$ cat src/rtl/fetch_stage_if.sv
// Instruction-memory request/response port used by the fetch stage.
// The master side issues requests; the slave side returns instructions with a ready strobe.
interface fetch_stage_if #(
    parameter int ADDRESS_LEN     = 32,
    parameter int INSTRUCTION_LEN = 32
);
    logic                       imem_req;
    logic [ADDRESS_LEN-1:0]     imem_addr;
    logic [INSTRUCTION_LEN-1:0] imem_rdata;
    logic                       imem_ready;

    modport master (
        output imem_req,
        output imem_addr,
        input  imem_rdata,
        input  imem_ready
    );

    modport slave (
        input  imem_req,
        input  imem_addr,
        output imem_rdata,
        output imem_ready
    );
endinterface

$ cat src/rtl/fetch_stage.sv
// Instruction-fetch stage: owns the fetch PC, drives the instruction-memory port and the IF/ID register.
// Handles decode stalls with a one-entry skid and branch redirects, including one with a fetch in flight.
module fetch_stage #(
    parameter int                     ADDRESS_LEN     = 32,
    parameter int                     INSTRUCTION_LEN = 32,
    parameter logic [ADDRESS_LEN-1:0] RESET_PC        = '0
) (
    input  logic                       clk,
    input  logic                       rst,
    input  logic                       freeze,
    input  logic                       branch_taken,
    input  logic [ADDRESS_LEN-1:0]     branch_address,
    fetch_stage_if.master              imem,
    output logic [ADDRESS_LEN-1:0]     pc_out,
    output logic [INSTRUCTION_LEN-1:0] instruction_out,
    output logic                       valid_out
);

    typedef enum logic [1:0] {
        ST_FETCH = 2'd0,
        ST_HOLD  = 2'd1,
        ST_DROP  = 2'd2
    } state_t;

    localparam logic [ADDRESS_LEN-1:0] PC_STEP = ADDRESS_LEN'(32'd4);

    state_t                     state_r;
    logic [ADDRESS_LEN-1:0]     fetch_pc_r;
    logic [ADDRESS_LEN-1:0]     redirect_pc_r;
    logic [ADDRESS_LEN-1:0]     skid_pc_r;
    logic [INSTRUCTION_LEN-1:0] skid_instr_r;
    logic [ADDRESS_LEN-1:0]     fetch_pc_next_s;

    assign fetch_pc_next_s = fetch_pc_r + PC_STEP;

    // Request decode: only registered state and reset; DROP re-presents the abandoned address held in fetch_pc_r.
    always_comb begin
        imem.imem_req = 1'b0;
        if (rst) begin
            imem.imem_req = 1'b0;
        end else begin
            imem.imem_req = (state_r != ST_HOLD);
        end
    end

    assign imem.imem_addr = fetch_pc_r;

    // Fetch FSM together with the PC, skid, redirect target and IF/ID register.
    always_ff @(posedge clk or posedge rst) begin
        if (rst) begin
            state_r         <= ST_FETCH;
            fetch_pc_r      <= RESET_PC;
            redirect_pc_r   <= '0;
            skid_pc_r       <= '0;
            skid_instr_r    <= '0;
            pc_out          <= '0;
            instruction_out <= '0;
            valid_out       <= 1'b0;
        end else begin
            case (state_r)
                ST_FETCH: begin
                    if (branch_taken) begin
                        pc_out          <= '0;
                        instruction_out <= '0;
                        valid_out       <= 1'b0;
                        if (imem.imem_ready) begin
                            fetch_pc_r <= branch_address;
                        end else begin
                            // The request in flight cannot be withdrawn; wait it out in DROP.
                            redirect_pc_r <= branch_address;
                            state_r       <= ST_DROP;
                        end
                    end else if (imem.imem_ready) begin
                        fetch_pc_r <= fetch_pc_next_s;
                        if (freeze) begin
                            skid_pc_r    <= fetch_pc_r;
                            skid_instr_r <= imem.imem_rdata;
                            state_r      <= ST_HOLD;
                        end else begin
                            pc_out          <= fetch_pc_next_s;
                            instruction_out <= imem.imem_rdata;
                            valid_out       <= 1'b1;
                        end
                    end else if (!freeze) begin
                        pc_out          <= '0;
                        instruction_out <= '0;
                        valid_out       <= 1'b0;
                    end else begin
                        valid_out <= valid_out;
                    end
                end
                ST_HOLD: begin
                    if (branch_taken) begin
                        pc_out          <= '0;
                        instruction_out <= '0;
                        valid_out       <= 1'b0;
                        skid_pc_r       <= '0;
                        skid_instr_r    <= '0;
                        fetch_pc_r      <= branch_address;
                        state_r         <= ST_FETCH;
                    end else if (!freeze) begin
                        pc_out          <= skid_pc_r + PC_STEP;
                        instruction_out <= skid_instr_r;
                        valid_out       <= 1'b1;
                        state_r         <= ST_FETCH;
                    end else begin
                        state_r <= ST_HOLD;
                    end
                end
                ST_DROP: begin
                    if (branch_taken) begin
                        pc_out          <= '0;
                        instruction_out <= '0;
                        valid_out       <= 1'b0;
                        redirect_pc_r   <= branch_address;
                        if (imem.imem_ready) begin
                            fetch_pc_r <= branch_address;
                            state_r    <= ST_FETCH;
                        end else begin
                            state_r <= ST_DROP;
                        end
                    end else begin
                        if (!freeze) begin
                            pc_out          <= '0;
                            instruction_out <= '0;
                            valid_out       <= 1'b0;
                        end else begin
                            valid_out <= valid_out;
                        end
                        if (imem.imem_ready) begin
                            fetch_pc_r <= redirect_pc_r;
                            state_r    <= ST_FETCH;
                        end else begin
                            state_r <= ST_DROP;
                        end
                    end
                end
                default: begin
                    state_r         <= ST_FETCH;
                    pc_out          <= '0;
                    instruction_out <= '0;
                    valid_out       <= 1'b0;
                end
            endcase
        end
    end

endmodule

$ cat src/flat_wrapper.sv
// flat-port wrapper written by rule: the top's interface ports become plain ports
module fetch_stage_flat 
#(
    parameter int                     ADDRESS_LEN     = 32,
    parameter int                     INSTRUCTION_LEN = 32,
    parameter logic [ADDRESS_LEN-1:0] RESET_PC        = '0
)
  (clk, rst, freeze, branch_taken, branch_address, pc_out, instruction_out, valid_out, imem_imem_req, imem_imem_addr, imem_imem_rdata, imem_imem_ready);
  fetch_stage_if #(.ADDRESS_LEN(ADDRESS_LEN), .INSTRUCTION_LEN(INSTRUCTION_LEN)) imem_i ();
  input  logic clk;
  input  logic rst;
  input  logic freeze;
  input  logic branch_taken;
  input  logic [ADDRESS_LEN-1:0] branch_address;
  output logic [ADDRESS_LEN-1:0] pc_out;
  output logic [INSTRUCTION_LEN-1:0] instruction_out;
  output logic valid_out;
  output wire logic [$bits(imem_i.imem_req)-1:0] imem_imem_req;
  output wire logic [$bits(imem_i.imem_addr)-1:0] imem_imem_addr;
  input wire logic [$bits(imem_i.imem_rdata)-1:0] imem_imem_rdata;
  input wire logic [$bits(imem_i.imem_ready)-1:0] imem_imem_ready;
  assign imem_imem_req = imem_i.imem_req;
  assign imem_imem_addr = imem_i.imem_addr;
  assign imem_i.imem_rdata = imem_imem_rdata;
  assign imem_i.imem_ready = imem_imem_ready;
  fetch_stage #(.ADDRESS_LEN(ADDRESS_LEN), .INSTRUCTION_LEN(INSTRUCTION_LEN), .RESET_PC(RESET_PC)) u_core (.clk(clk), .rst(rst), .freeze(freeze), .branch_taken(branch_taken), .branch_address(branch_address), .imem(imem_i), .pc_out(pc_out), .instruction_out(instruction_out), .valid_out(valid_out));
endmodule
$ cat config.mk
export PLATFORM = sky130hd
export DESIGN_NAME = fetch_stage_flat
export DESIGN_NICKNAME = d
export VERILOG_FILES = /design/src/rtl/fetch_stage_if.sv /design/src/rtl/fetch_stage.sv /design/src/flat_wrapper.sv
export SDC_FILE = /design/constraint.sdc
export NUM_CORES = 1
export LEC_CHECK = 0
export CAP_MARGIN = 10
export CORE_ASPECT_RATIO = 1.25
export CORE_MARGIN = 1
export CORE_UTILIZATION = 49
export CTS_CLUSTER_DIAMETER = 60
export DETAILED_ROUTE_END_ITERATION = 16
export PLACE_DENSITY = 0.78
export SYNTH_ARGS = -nofsm -noshare
export SYNTH_HDL_FRONTEND = slang
export SYNTH_SLANG_ARGS = --single-unit
$ cat constraint.sdc
create_clock -name clk -period 5.75 [get_ports clk]
set_clock_uncertainty 0.15 [all_clocks]
set_input_delay 0.8625 -clock clk [delete_from_list [all_inputs] [get_ports clk]]
set_output_delay 0.8625 -clock clk [all_outputs]
set_load 0.01 [all_outputs]
Word level (Yosys, flattened, before mapping)
Cells that the tools add are included.
Storage, ports and cells
  register bits: 195
  input bits: 69
  output and inout bits: 98
  logic and storage cells: 86
Operators by class
  $add $sub $neg: 2
  eq/ne operators: 16
  multiplexer cells: 51
  reduce and logical (&&, ||, !) cells: 9
Operators with widths (number)
  32-bit 2-to-1 mux: 29
  32-bit one-hot mux with 3 select lines: 3
  32-bit one-hot mux with 2 select lines: 3
  32-bit by 3-bit adder with 32-bit output (second input constant): 2
  3-bit != test (second input constant): 5
  2-bit != test (second input constant): 7
  2-bit 2-to-1 mux: 6
  1-bit 2-to-1 mux: 8
  4-bit AND reduction: 2
  2-bit one-hot mux with 3 select lines: 1
  5-bit AND reduction: 1
  4-bit != test (second input constant): 1
  2-bit nonzero test: 2
  1-bit one-hot mux with 3 select lines: 1
  3-bit AND reduction: 1
  3-bit nonzero test: 1
  2-bit by 1-bit == test with 1-bit output (second input constant): 1
  2-bit == test (second input constant): 1
  2-bit logical NOT: 1
  2-bit by 1-bit != test with 1-bit output (second input constant): 1
  2-bit AND reduction: 1

Longest topological paths before layout
Gate-level depths: netlist of run 1.
  depth after elaboration: 5
  mapped depth: 11

Worst setup path before layout of run 1
OpenSTA, ideal clock, no wires.
  path kind: input-to-reg
  start: input branch_taken
  end: register u_core.redirect_pc_r[0]
  data arrival time: 2100 ps
  setup slack: 3375 ps
  cell stages on the path: 5
  cell sequence: buf_2 clkbuf_1 o21ai_1 clkbuf_1 mux2_2
Between the ends
  word-level cells in the longest chain between the ends: 2
  elaborated cells on any way between the ends: 3
RTL lines
  start, declared: RTL line flat_wrapper.sv:13  | input logic branch_taken;
  2-bit != test (no line)
  4-bit AND reduction (no line) *
  end signal, assigned: RTL line fetch_stage.sv:70  | redirect_pc_r <= branch_address;
  end signal, assigned: RTL line fetch_stage.sv:115  | redirect_pc_r <= branch_address;
  end, declared: RTL line fetch_stage.sv:29  | logic [ADDRESS_LEN-1:0] redirect_pc_r;
Every way passes the cells marked *; elsewhere a longest branch is shown, timed or not.
A chain may end at the register's enable or synchronous reset.

Final worst setup path of run 1
  start: input branch_taken
  end: register u_core.pc_out[30]
Between the ends
  word-level cells in the longest chain between the ends: 2
  elaborated cells on any way between the ends: 7
RTL lines
  32-bit 2-to-1 mux, or another cell as far along: RTL line fetch_stage.sv:111  | if (branch_taken) begin
  32-bit one-hot mux with 3 select lines / 2-bit AND reduction (equally long branches)
  end signal, assigned: RTL line fetch_stage.sv:80  | pc_out <= fetch_pc_next_s;
  end signal, assigned: RTL line fetch_stage.sv:102  | pc_out <= skid_pc_r + PC_STEP;
  end, declared: RTL line fetch_stage.sv:14  | output logic [ADDRESS_LEN-1:0] pc_out,
Several ways; a longest one is shown, not always the timed one.

==> results of run 1 <==
[layer usage]
metal,up-vias,track usage (%)
li1,3898,-
met1,4218,37.8
met2,368,41.7
met3,54,4.04
met4,0,10.8
met5,-,0
[final cells by class]
| cell class | instances | area share [%] |
|---|---|---|
| repair buffers | 181 | 14.4 |
| flip-flops and latches | 195 | 39.3 |
| multi-input cells | 690 | 38.1 |
| clock inverters | 13 | 1.37 |
| clock buffers | 19 | 3.65 |
| well taps | 265 | 2.67 |
| inverters | 17 | 0.544 |
[how the worst max path moves through the flow]
stage,startpoint,to,slack [ps]
floorplan,rst,u_core.imem.imem_addr[0]$_DFFE_PP0P_,2220
global placement,branch_taken,u_core.imem.imem_addr[5]$_DFFE_PP0P_,1980
detailed placement,branch_taken,u_core.pc_out[28]$_DFFE_PP0P_,1900
CTS,branch_taken,u_core.pc_out[26]$_DFFE_PP0P_,2340
global route,branch_taken,u_core.pc_out[30]$_DFFE_PP0P_,2020
finish,branch_taken,u_core.pc_out[30]$_DFFE_PP0P_,2310
[cell usage after synthesis, drive strengths merged, types with 10 or more instances]
master	number
xnor2	36
nand2	90
a22o	91
xor2	20
mux2	32
mux2i	11
nand3	23
nor2	47
inv	16
clkbuf	47
dfrtp	195
o21ai	101
nand4	21
a21oi	34
a22oi	60
nor3	10
buf	30
a221oi	13
o22ai	12
[per-stage QoR]
step / util, % / instances / area (um^2) / hold WS [ps]
6_report: 63.1 / 1380 / 12400 / 329
5_1_grt: 63.1 / 1380 / 12400 / 364
4_1_cts: 63.1 / 1380 / 12400 / 334
3_5_place_dp: 59.9 / 1348 / 11800 / 319
3_3_place_gp: 59.9 / 1348 / 11800 / 311
2_1_floorplan: - / 979 / 9970 / 316
[flip-flops by register name, indices dropped and copies added, names as in the netlist]
name                    flops
u_core.redirect_pc_r       32
u_core.state_r              2
u_core.skid_pc_r           32
u_core.valid_out            1
u_core.instruction_out     32
u_core.skid_instr_r        32
u_core.imem.imem_addr      32
u_core.pc_out              32
[power by group through the flow]
stage                     sequential, uW  clock, uW  combinational (uW)
after floorplan                     2350          0                1370
after global placement              2460          0                2110
after detailed placement            2480          0                2160
after CTS                           2460       1260                2180
after global routing                2540       1320                2380
final                               2480       1250                2180
[worst register-to-register path, stage by stage (launching register included)]
cell     delay (ps)
dfrtp_1         450
inv_1           130
ha_1            310
buf_4           250
inv_1           360
o21ai_0         270
o21ai_1         990
o21ai_0         200
o21ai_0         140
[layout by cell type, fill, tap and decap left out, types with 4 or more instances in the layout]
master	Yosys	final
dfrtp_1	195	195
clkinvlp_4	0	4
o21ai_0	98	97
mux2_2	32	32
a22oi_1	60	60
and4_1	4	4
nand3_1	23	23
inv_6	0	5
o211ai_1	6	6
clkdlybuf4s50_1	0	166
a22o_1	91	91
a221oi_1	12	12
xor2_1	20	20
xnor2_1	36	36
buf_4	1	14
nor4_4	4	4
a21oi_1	34	33
clkbuf_16	0	17
nor3b_1	6	5
and2_1	6	6
o22ai_1	12	12
nor3_1	9	9
mux2i_1	11	11
nor2_1	45	45
nand2_1	90	90
nand4_1	19	19
and3_1	8	8
ha_1	7	7
a21o_1	5	4
inv_1	16	15
nor2b_1	6	5
o2bb2ai_1	4	4
[cell families after synthesis]
kind of cell | Yosys count | share of synthesized area [%]
buffers and inverters | 94 | 3.90
AND/OR/NAND/NOR | 231 | 11.9
AO/OA/AOI/OAI | 353 | 24.7
adder cells (fa/ha/maj) | 7 | 0.878
flip-flops | 195 | 48.9
XOR/XNOR | 56 | 4.92
multiplexers | 43 | 4.72
==> results.yml, run 1 <==
setup_path:
  critical_path.reg2reg.endpoint: "u_core.imem.imem_addr[5]$_DFFE_PP0P_"
  required_ps: 5940
  critical_path.reg2reg.startpoint: "u_core.state_r[0]$_DFFE_PP0P_"
  cpMaxStageDelayCell: "a21o_2"
  path_class: "input pin to flip-flop"
  worst_path_largest_cell_delay_ps: 920
  cpLargestDelayFamily: "compound AO/OA/AOI/OAI gates"
  arrival_ps: 3630
  crit_chain: "clkdlybuf4s50_1 -> nand2b_1 -> nor2_1 -> a21o_2 -> a22oi_1 -> o21ai_0"
  critical_path.startpoint_type: "input pin"
  setup.worst_path.end_class: "flip-flop"
  worst-path-stages: 6
  ff2ff_setup_slack_ps: 2420
  reg2regPathDepth: 8
  critPathMaxFanout: 61
  critical_path_buf_inv_count: 1
clock_tree:
  clock_slew_seen_by_the_registers_of_the_worst_setup_and_hold_paths_ps: 70
  resized_cells_post_cts: 0
  tritoncts: "built"
  cts_hold_buffers: 0
  cts.sinks: 195
  clock_latency_on_the_worst_skew_pair_ps: 430
  post_cts_buffers: 0
  cts_root_buf: "clkbuf_16"
  cts_buffer_depth: 2
  numCtsBuffers: 17
  cts_max_level: 4
timing:
  final-hold-violation-count: 0
  setup_viol: 0
  final.period_utilization_pct: 59.8
  fin_crit_ps: 3440
  final.setup.worst_slack_ps: 2310
  fmax_ghz: 0.291
  setup_repair_after_global_routing_missed_its_margin: "no"
  slew_headroom_pct: 21.6
  setup-tns-final_ps: 0
  max_slew.worst_pin.slew_ps: 1180
  maxSlewViolCount: 0
die:
  core_region_area_mm2: 0.0197
  placementRows: 57
  die_area_mm2: 0.0209
  dieWidth_um: 130
  die_h_um: 161
  pin_count: 167
  floorplan.initialDensity_pct: 50.6
finish:
  syn2layout_area_growth_pct: 24.6
  seqCellArea_mm2: 0.00488
  fillCellCount: 1621
  final_layout_size_suffix_gt1_share_pct: 9.15
  multi_input_comb_area_mm2: 0.00473
  antenna_cells_inserted: 0
  layout.nets: 1178
place:
  place_congestion: 0.867
  numPortBuffers: 166
  hpwl_um: 18500
  placement.setup.worst_slack_ps: 1900
synth:
  yosysUniqueCellTypes: 59
  yosys_warnings: 0
  yosys_register_bits: 195
  netlist.area_leader.share_pct: 48.9
  synth_edf_count: 0
  synth.largest_area_cell: "dfrtp_1"
  syn-instance-count: 979
  synthesis.nets: 1055
  syn_std_cell_area_mm2: 0.00997
  post_synth_main_area_contributors: "dfrtp_1, a22o_1, o21ai_0, a22oi_1, mux2_2"
  ys_async_rst_share_pct: 100
  syn_area_per_cell_um2: 10.2
  dominantRegCellSynth: "dfrtp_1"
  synth_sequential_area_ratio_pct: 48.9
global_route:
  grt.overflow.total: 0
  grt_max_degree: 143
  first_global_vias: 8281
  grt_pass1_wl_um: 44100
  grt_antenna_before_repair: 0
  grtUsageTotal_pct: 26.9
routing:
  avgViaCountPerCell: 6.19
  drcViolationCount: 0
  dr.first_iter.drc_count: 755
  met3_wire_length_um: 1810
  routed_wire_length_on_met2_um: 12900
  final_antenna_net_count: 0
  highest_signal_layer: "met4"
  dr.pass1.iters: 5
  dr_total_vias: 8538
  routed_wire_length_per_instance_um: 19.8
  wirelength_um: 27300
  routedLengthMet1_um: 11800
hold_path:
  hold_depth: 2
  holdCritStartpoint: "u_core.instruction_out[11]$_DFFE_PP0P_"
  worst_hold_path.endpoint: "u_core.instruction_out[11]$_DFFE_PP0P_"
  hp-class: "flip-flop to flip-flop"
power:
  power.switching_uw: 2220
  design_power_total_uw: 5910
  power.sequential.fraction_pct: 42.0
  power.static_leakage_uw: 0.00512
  vdd_ir_drop_max_mv: 0.237
  internal_power_uw: 3680
  combinational_power_share_pct: 36.9
  cellPowerDensity_mw_per_mm2: 476
  power.share.switching_pct: 37.7
  share_of_power_burned_in_the_clock_network_pct: 21.1
status:
  outcome: "finished clean"
run:
  maxCapViolCount: 0
Power figures use the tool's default switching activity.
==> run 2: changes to the inputs <==
--- a/config.mk
+++ b/config.mk
@@ -8,10 +8,10 @@
 export CAP_MARGIN = 10
 export CORE_ASPECT_RATIO = 1.25
 export CORE_MARGIN = 1
-export CORE_UTILIZATION = 49
+export CORE_UTILIZATION = 53
 export CTS_CLUSTER_DIAMETER = 60
 export DETAILED_ROUTE_END_ITERATION = 16
-export PLACE_DENSITY = 0.78
+export PLACE_DENSITY = 0.81
 export SYNTH_ARGS = -nofsm -noshare
 export SYNTH_HDL_FRONTEND = slang
 export SYNTH_SLANG_ARGS = --single-unit
==> constraint.sdc (replaced) <==
create_clock -name clk -period 3.6 [get_ports clk]
set_clock_uncertainty 0.15 [all_clocks]
set_input_delay 0.54 -clock clk [delete_from_list [all_inputs] [get_ports clk]]
set_output_delay 0.54 -clock clk [all_outputs]
set_load 0.01 [all_outputs]
==> run 2 against run 1 <==
- global-route usage increased by 1.5 points
- power up 58%
- count of clock-buffer cells in the layout rose by 3
- die area fell by 7.4%
- setup slack worse by 1700 ps
- clock power up 47%
- sequential power increased by 59%
- largest cell class unchanged
- critical endpoint is now u_core.instruction_out[28]$_DFFE_PP0P_
- first-iteration DRC count rose by 2.4%
- flip-flop and latch count did not move
==> results.yml, run 2 (synthesis results as in run 1) <==
clock_tree:
  tritoncts: "built"
  cts_max_level: 4
  clock_latency_on_the_worst_skew_pair_ps: 430
  cts_hold_buffers: 0
  clock_slew_seen_by_the_registers_of_the_worst_setup_and_hold_paths_ps: 70
  resized_cells_post_cts: 0
  cts_root_buf: "clkbuf_16"
  cts.sinks: 195
  post_cts_buffers: 0
  cts_buffer_depth: 2
  numCtsBuffers: 17
global_route:
  grtUsageTotal_pct: 28.4
  grt.overflow.total: 0
  first_global_vias: 8125
  grt_antenna_before_repair: 0
  met1_global_route_usage_pct: 38.8
  grt-busiest-layer: "met2"
  met3_usage_grt_pct: 4.71
  grt_max_degree: 107
  grt_util_met2_pct: 46.2
  grt_pass1_wl_um: 44000
routing:
  dr_total_vias: 8578
  avgViaCountPerCell: 6.34
  drcViolationCount: 0
  final_antenna_net_count: 0
  dr.first_iter.drc_count: 773
  wirelength_um: 26800
  routed_wire_length_per_instance_um: 19.8
  dr.pass1.iters: 7
die:
  die_h_um: 155
  die_area_mm2: 0.0194
  floorplan.initialDensity_pct: 54.7
  dieWidth_um: 125
  pin_count: 167
  placementRows: 55
  core_region_area_mm2: 0.0182
timing:
  setup-tns-final_ps: 0
  setup_viol: 0
  final.period_utilization_pct: 83.7
  fin_crit_ps: 3010
  max_slew.worst_pin.slew_ps: 994
  fmax_ghz: 0.332
  maxSlewViolCount: 0
  final-hold-violation-count: 0
  final.setup.worst_slack_ps: 585
  slew_headroom_pct: 33.6
  setup_repair_after_global_routing_missed_its_margin: "no"
place:
  numPortBuffers: 166
  hpwl_um: 18900
  placement.setup.worst_slack_ps: 418
  place_congestion: 0.880
finish:
  mostFrequentLayoutCells: "dfrtp_1, clkdlybuf4s50_1, o21ai_0"
  seqCellArea_mm2: 0.00488
  syn2layout_area_growth_pct: 24.6
  fillCellCount: 1381
  mostFrequentLayoutCell: "dfrtp_1"
  antenna_cells_inserted: 0
  final_layout_size_suffix_gt1_share_pct: 9.78
  multi_input_comb_area_mm2: 0.00473
  layout.nets: 1188
setup_path:
  critical_path_buf_inv_count: 2
  reg2regPathDepth: 8
  critPathMaxFanout: 44
  critical_path.reg2reg.endpoint: "u_core.instruction_out[28]$_DFFE_PP0P_"
  cpMaxStageDelayCell: "a21o_2"
  path_class: "flip-flop to flip-flop"
  crit_chain: "inv_1 -> ha_1 -> nor2_1 -> nor2_1 -> a21o_2 -> buf_4 -> nand2_1 -> o21ai_0"
  critical_path.reg2reg.startpoint: "u_core.state_r[0]$_DFFE_PP0P_"
  ff2ff_setup_slack_ps: 590
  worst_path_largest_cell_delay_ps: 710
  critPathMostFrequentCell: "nor2_1"
  setup.worst_path.end_class: "flip-flop"
  worst-path-stages: 8
  cpLargestDelayFamily: "compound AO/OA/AOI/OAI gates"
  required_ps: 3790
  arrival_ps: 3200
  critical_path.startpoint_type: "flip-flop"
power:
  cellPowerDensity_mw_per_mm2: 751
  design_power_total_uw: 9340
  vdd_ir_drop_max_mv: 0.424
  power.static_leakage_uw: 0.00515
run:
  maxCapViolCount: 0
hold_path:
  hp-class: "input pin to asynchronous set/reset pin"
status:
  outcome: "finished clean"
run 2: cell count changes in the layout (fill, tap and decap cells not counted):
| cell | change |
|---|---|
| buf_12 | +2 |
| clkinv_2 | +1 |
| inv_6 | -4 |
| inv_8 | +1 |
| clkbuf_8 | +1 |
| clkbuf_1 | +2 |
| bufinv_16 | -2 |
| buf_4 | +8 |
| clkinvlp_4 | +1 |
run 2: layout make-up:
class | count | area share (%)
Clock buffer | 22 | 3.82
Tap cell | 228 | 2.30
Multi-Input combinational cell | 690 | 38.1
Clock inverter | 10 | 0.796
Sequential cell | 195 | 39.3
Timing Repair Buffer | 191 | 15.2
Inverter | 17 | 0.544
run 2: report_power, final:
group,leakage (uW),internal [uW],total (uW),switching (uW)
Sequential,0.00253,3010,3940,922
Combinational,0.00236,1770,3560,1790
Clock,0.000271,1010,1840,826
run 2: through the flow:
stage | hold slack [ps] | util (%) | instance area (um^2) | cells
after detailed placement | 321 | 65.0 | 11900 | 1321
after CTS | 288 | 68.1 | 12400 | 1353
after global routing | 329 | 68.1 | 12400 | 1353
after global placement | 314 | 65.0 | 11900 | 1321
final | 303 | 68.1 | 12400 | 1353
after floorplan | 316 | - | 9970 | 979
run 2: worst max path at each step:
stage / start / end / slack [ps]
floorplan: rst / u_core.imem.imem_addr[0]$_DFFE_PP0P_ / 390
global placement: branch_taken / u_core.skid_instr_r[15]$_DFFE_PP0P_ / 440
detailed placement: branch_taken / u_core.skid_instr_r[20]$_DFFE_PP0P_ / 420
CTS: u_core.state_r[1]$_DFFE_PP0P_ / imem_imem_req / 630
global route: u_core.state_r[0]$_DFFE_PP0P_ / u_core.instruction_out[31]$_DFFE_PP0P_ / 360
finish: u_core.state_r[0]$_DFFE_PP0P_ / u_core.instruction_out[28]$_DFFE_PP0P_ / 590
run 2: layer usage:
layer  up-vias  wire length [um]
li1       3916                 -
met1      4201             11400
met2       416             12900
met3        45              1970
met4         0               546
met5         -                 0
==> run 3: changes to the inputs <==
--- a/config.mk
+++ b/config.mk
@@ -8,10 +8,10 @@
 export CAP_MARGIN = 10
 export CORE_ASPECT_RATIO = 1.25
 export CORE_MARGIN = 1
-export CORE_UTILIZATION = 53
+export CORE_UTILIZATION = 49
 export CTS_CLUSTER_DIAMETER = 60
 export DETAILED_ROUTE_END_ITERATION = 16
-export PLACE_DENSITY = 0.81
+export PLACE_DENSITY = 0.78
 export SYNTH_ARGS = -nofsm -noshare
 export SYNTH_HDL_FRONTEND = slang
 export SYNTH_SLANG_ARGS = --single-unit
==> constraint.sdc (replaced) <==
create_clock -name clk -period 2.75 [get_ports clk]
set_clock_uncertainty 0.15 [all_clocks]
set_input_delay 0.4125 -clock clk [delete_from_list [all_inputs] [get_ports clk]]
set_output_delay 0.4125 -clock clk [all_outputs]
set_load 0.01 [all_outputs]
==> run 3 against run 2 <==
- flip-flop and latch count is the same
- final cell count grew 5.2%
- routed wire length grew 2.4%
- non-clock buffer count grew 33
- hold slack lost 170 ps
- critical path depth shrank 3
- setup slack lost 490 ps
- first-iteration DRC count grew 3.6%
- register-to-register slack lost 310 ps
- power grew 35%
- sequential share of layout area shrank 1.2 points
- critical endpoint is now imem_imem_req
==> results.yml, run 3 (synthesis results as in run 1) <==
status:
  outcome: "finished clean"
routing:
  wirelength_um: 27500
  dr.first_iter.drc_count: 801
  dr.pass1.iters: 5
  dr_total_vias: 8652
  drcViolationCount: 0
  avgViaCountPerCell: 6.08
  final_antenna_net_count: 0
  routed_wire_length_per_instance_um: 19.3
setup_path:
  critical_path.startpoint_type: "flip-flop"
  required_ps: 2190
  critical_path_buf_inv_count: 3
  critPathMaxFanout: 32
  critical_path.reg2reg.startpoint: "u_core.state_r[0]$_DFFE_PP0P_"
  crit_chain: "inv_1 -> ha_2 -> buf_12 -> nor2_1 -> clkdlybuf4s50_1"
  worst_path_largest_cell_delay_ps: 470
  startpoint: "u_core.state_r[1]$_DFFE_PP0P_"
  setup.worst_path.end_class: "output port"
  arrival_ps: 2090
  cpMaxStageDelayCell: "clkdlybuf4s50_1"
  path_class: "flip-flop to output port"
  cpLargestDelayFamily: "buffers and inverters"
finish:
  mostFrequentLayoutCell: "dfrtp_1"
  mostFrequentLayoutCells: "dfrtp_1, clkdlybuf4s50_1, o21ai_0"
  layout.nets: 1221
  layout.cell_area.non_filler_mm2: 0.0128
  antenna_cells_inserted: 0
  final_layout_size_suffix_gt1_share_pct: 12.7
  syn2layout_area_growth_pct: 28.6
  postLayoutCoreUtil_pct: 65.1
  finish.cell_count_without_fillers: 1423
clock_tree:
  cts.sinks: 195
  cts_buffer_depth: 2
  clock_slew_seen_by_the_registers_of_the_worst_setup_and_hold_paths_ps: 80
  cts_max_level: 4
  tritoncts: "built"
  cts_hold_buffers: 0
  numCtsBuffers: 17
  cts_root_buf: "clkbuf_16"
  clock_latency_on_the_worst_skew_pair_ps: 430
timing:
  final-hold-violation-count: 0
  fmax_ghz: 0.377
  fin_crit_ps: 2650
  setup_repair_after_global_routing_missed_its_margin: "no"
  maxSlewViolCount: 0
  setup_viol: 0
  final.setup.worst_slack_ps: 99.5
  slew_headroom_pct: 54.4
  final.period_utilization_pct: 96.4
  max_slew.worst_pin.slew_ps: 678
global_route:
  grt_max_degree: 72
  grt_antenna_before_repair: 0
  first_global_vias: 8318
  grtUsageTotal_pct: 27.3
  grt_pass1_wl_um: 44600
  grt.overflow.total: 0
die:
  core_region_area_mm2: 0.0197
  pin_count: 167
  die_h_um: 161
  dieWidth_um: 130
  die_area_mm2: 0.0209
  floorplan.initialDensity_pct: 50.6
  placementRows: 57
place:
  numPortBuffers: 166
  place_congestion: 0.923
  placement.setup.worst_slack_ps: 142
  placed_cell_area_mm2: 0.0122
  dp.cells: 1391
  hpwl_um: 19800
power:
  cellPowerDensity_mw_per_mm2: 980
  power.static_leakage_uw: 0.00537
  vdd_ir_drop_max_mv: 0.505
hold_path:
  hp-class: "input pin to asynchronous set/reset pin"
run:
  maxCapViolCount: 0
==> run 3: cell types whose count changed in the layout (fill, tap and decap cells not counted), sizes merged <==
cell,change
buf,+33
clkbuf,-5
inv,+4
clkinvlp,-3
bufinv,+2
clkinv,+2
==> run 3: final cells by class <==
cell class	instances	area, um^2
fill	1607	6860
sequential	195	4880
multi-input combinational	690	4740
clock buffer	17	425
clock inverter	15	178
timing repair buffer	224	2200
inverter	17	67.6
tap	265	332
==> run 3: timing repair <==
action	in CTS	in global routing
setup buffers	0	0
gates resized for setup	2	4
setup endpoints to repair	1	31
==> run 3: where the power goes <==
part / leakage [uW] / total, uW / switching (uW) / internal, uW
clock network: 0.000300 / 2550 / 1110 / 1440
logic: 0.00254 / 4970 / 2460 / 2510
registers: 0.00252 / 5050 / 1100 / 3950
==> run 3: final timing paths <==
| kind | to | depth (start not counted) | slack, ps |
|---|---|---|---|
| max | imem_imem_req | 5 | 100 |
| min in group clk | u_core.instruction_out[11]$_DFFE_PP0P_ | 2 | 330 |
| max reg2reg | u_core.imem.imem_addr[5]$_DFFE_PP0P_ | 7 | 280 |
| max in group asynchronous | u_core.state_r[1]$_DFFE_PP0P_ | 3 | 1660 |
| min reg2reg | u_core.instruction_out[11]$_DFFE_PP0P_ | 2 | 330 |
| min | u_core.redirect_pc_r[28]$_DFFE_PP0P_ | 2 | 130 |
==> run 3: per-stage QoR <==
stage / hold slack (ps) / setup TNS (ps) / total power, uW
5_1_grt: 147 / 0 / 13300
3_3_place_gp: 312 / 0 / 9840
6_report: 133 / 0 / 12600
4_1_cts: 127 / 0 / 12600
2_1_floorplan: 316 / -64530 / 7780
3_5_place_dp: 322 / 0 / 9970
==> run 3: metal layers <==
metal  GRT usage [%]  wire (um)  vias to the layer above
met5               0          0                        -
met4            11.5        912                        0
met3            4.77       1870                       56
met2            42.4      12900                      379
met1            37.7      11800                     4225
li1                -          -                     3992
==> edit, RTL diff (settings of run 3) <==
`INSTRUCTION_LEN` is set to 32 in 3 places; all go to 16.
--- a/src/rtl/fetch_stage_if.sv
+++ b/src/rtl/fetch_stage_if.sv
@@ -3,5 +3,5 @@
 interface fetch_stage_if #(
     parameter int ADDRESS_LEN     = 32,
-    parameter int INSTRUCTION_LEN = 32
+    parameter int INSTRUCTION_LEN = 16
 );
     logic                       imem_req;
--- a/src/rtl/fetch_stage.sv
+++ b/src/rtl/fetch_stage.sv
@@ -3,5 +3,5 @@
 module fetch_stage #(
     parameter int                     ADDRESS_LEN     = 32,
-    parameter int                     INSTRUCTION_LEN = 32,
+    parameter int                     INSTRUCTION_LEN = 16,
     parameter logic [ADDRESS_LEN-1:0] RESET_PC        = '0
 ) (
--- a/src/flat_wrapper.sv
+++ b/src/flat_wrapper.sv
@@ -3,5 +3,5 @@
 #(
     parameter int                     ADDRESS_LEN     = 32,
-    parameter int                     INSTRUCTION_LEN = 32,
+    parameter int                     INSTRUCTION_LEN = 16,
     parameter logic [ADDRESS_LEN-1:0] RESET_PC        = '0
 )
Interface: changed (resized imem_imem_rdata and instruction_out); port bits go from 167 to 135. The function was not compared with the original's and may differ.
==> edit against run 3 <==
Wire length grew 0.72%; setup slack better by 0.037 ns; power is 2.8% lower; sequential cell count shrank 32; final area is 7.6% lower; clock power is 2% lower; synthesized cell count rose by 5.0%; combinational power up 12%; first-iteration DRC count grew 8.7%; critical path depth unchanged; area after synthesis decreased by 7.5%.
==> edit: results (changes against run 3) <==
metric,value,unit,change
status,completed,,unchanged
Critical Path AT,2.05,ns,was 2.09 ns
PostCTS Resize Cnt,1,,was 2
Post-synth ARST share,1.000,,unchanged
worst-margin pin slew,1.157,ns,was 0.6782 ns
Setup CP Type,reg2out,,unchanged
wire length per cell,19.59,µm,was 19.32 µm
"worst slack, placed",0.04502,ns,was 0.1420 ns
share of cells above drive strength 1,0.1350,,was 0.1269
wire length of the first global-routing pass,44.68,mm,was 44.55 mm
final setup TNS,0,ns,unchanged
Placed Instance Area,11220,µm²,was 12200 µm²
Pleak,4.824,nW,was 5.367 nW
adder-cell share of the synthesized area,0.009494,,was 0.008785
Synthesized Nets,1088,,was 1055
Synth cell types,63,,was 59
initial antenna violation count,0,,unchanged
reg2reg start,u_core.state_r[1],,was u_core.state_r[0]
sequential-to-total area share from yosys stat,0.4422,,was 0.4895
maximum vdd drop,0.5938,mV,was 0.5054 mV
IO buf count,134,,was 166
overall routing resource usage,0.2913,,was 0.2734
Total Wirelength,27.69,mm,was 27.49 mm
"Primary FF master, synth",dfrtp_1,,unchanged
clock transition at the registers of the reported paths,0.07,ns,
Initial DRC Count,871,,was 801
multiplexer area fraction after synthesis,0.06524,,was 0.04719
buffers inserted by post-CTS timing repair,0,,unchanged
post-synthesis compound-gate area fraction,0.2193,,was 0.2475
terminus of the critical flop-to-flop path,u_core.instruction_out[6],,was u_core.imem.imem_addr[5]
vias in the first global route,8436,,was 8318
Final min period,2.614,ns,was 2.650 ns
Hold Path Class,reg2reg,,was in2async
Post-DP HPWL,19.33,mm,was 19.80 mm
min-delay src,u_core.instruction_out[7],,
average size of a mapped cell,8.974,µm²,was 10.18 µm²
root buffer cell,clkbuf_16,,unchanged
largest cells by area after synthesis,"dfrtp_1 (44%), nand2_1 (7.0%), o21ai_0 (5.7%)",,"was dfrtp_1 (49%), a22o_1 (8.0%), o21ai_0 (4.9%)"
FF-to-FF setup slack,0.23,ns,was 0.28 ns
fin nets,1232,,was 1221
xor and xnor area share after synthesis,0.04842,,was 0.04920
crit path to,imem_imem_req,,unchanged
"top cells by count, synth","nand2_1 (171), dfrtp_1 (163), o21ai_0 (105)",,"was dfrtp_1 (195), o21ai_0 (98), a22o_1 (91)"
H-tree depth,4,,unchanged
largest net degree at the start of global routing,108,,was 72
Placed Cells,1381,,was 1391
RD Place Congestion,0.9275,,was 0.9229
CTS Buf Count,17,,unchanged
vias per cell,6.187,,was 6.080
Initial DRT Pass Iterations,6,,was 5
CP max FO,44,,was 32
-- edit: worst max-delay path, stage by stage (launching register included) --
cell,delay [ns]
dfrtp_2,0.43
inv_1,0.09
ha_1,0.23
buf_12,0.21
nor2_1,0.12
clkdlybuf4s50_1,0.54
-- edit: final cells by class --
type	count	area, µm²
multi-input cells	759	4742
repair buffers	211	2044
clock buffers	19	442.9
flip-flops and latches	163	4080
clock inverters	13	173.9
fillers	1435	6389
well taps	228	285.3
inverters	20	78.83
-- edit: logic make-up after synthesis --
logic type                 Yosys count
AOI/OAI and AO/OA                  303
buffers and inverters              106
xor gates and xnor gates            51
and+or+nand+nor                    342
adders and majority gates            7
DFF                                163
muxes                               56
-- edit: worst min path at each step --
| stage | slack [ns] | endpoint | cells after the start |
|---|---|---|---|
| global placement | 0.31 | u_core.instruction_out[4] | 2 |
| floorplan | 0.30 | u_core.skid_instr_r[0] | 2 |
| global route | 0.35 | u_core.instruction_out[0] | 2 |
| detailed placement | 0.32 | u_core.instruction_out[7] | 2 |
| CTS | 0.33 | u_core.instruction_out[7] | 2 |
| finish | 0.33 | u_core.instruction_out[7] | 2 |
-- edit: power by group --
part / switching [W] / total [W] / internal [W]
Combinational: 0.00304 / 0.00557 / 0.00253
Clock: 0.00104 / 0.00251 / 0.00147
Sequential: 0.000827 / 0.00413 / 0.00330
-- edit: routing by layer --
metal,global-route usage,part of all wire,vias to the layer above
li1,-,-,4036
met1,0.3749,0.40,4175
met2,0.4746,0.48,457
met3,0.05089,0.081,74
met4,0.1440,0.036,0
met5,0,0,-
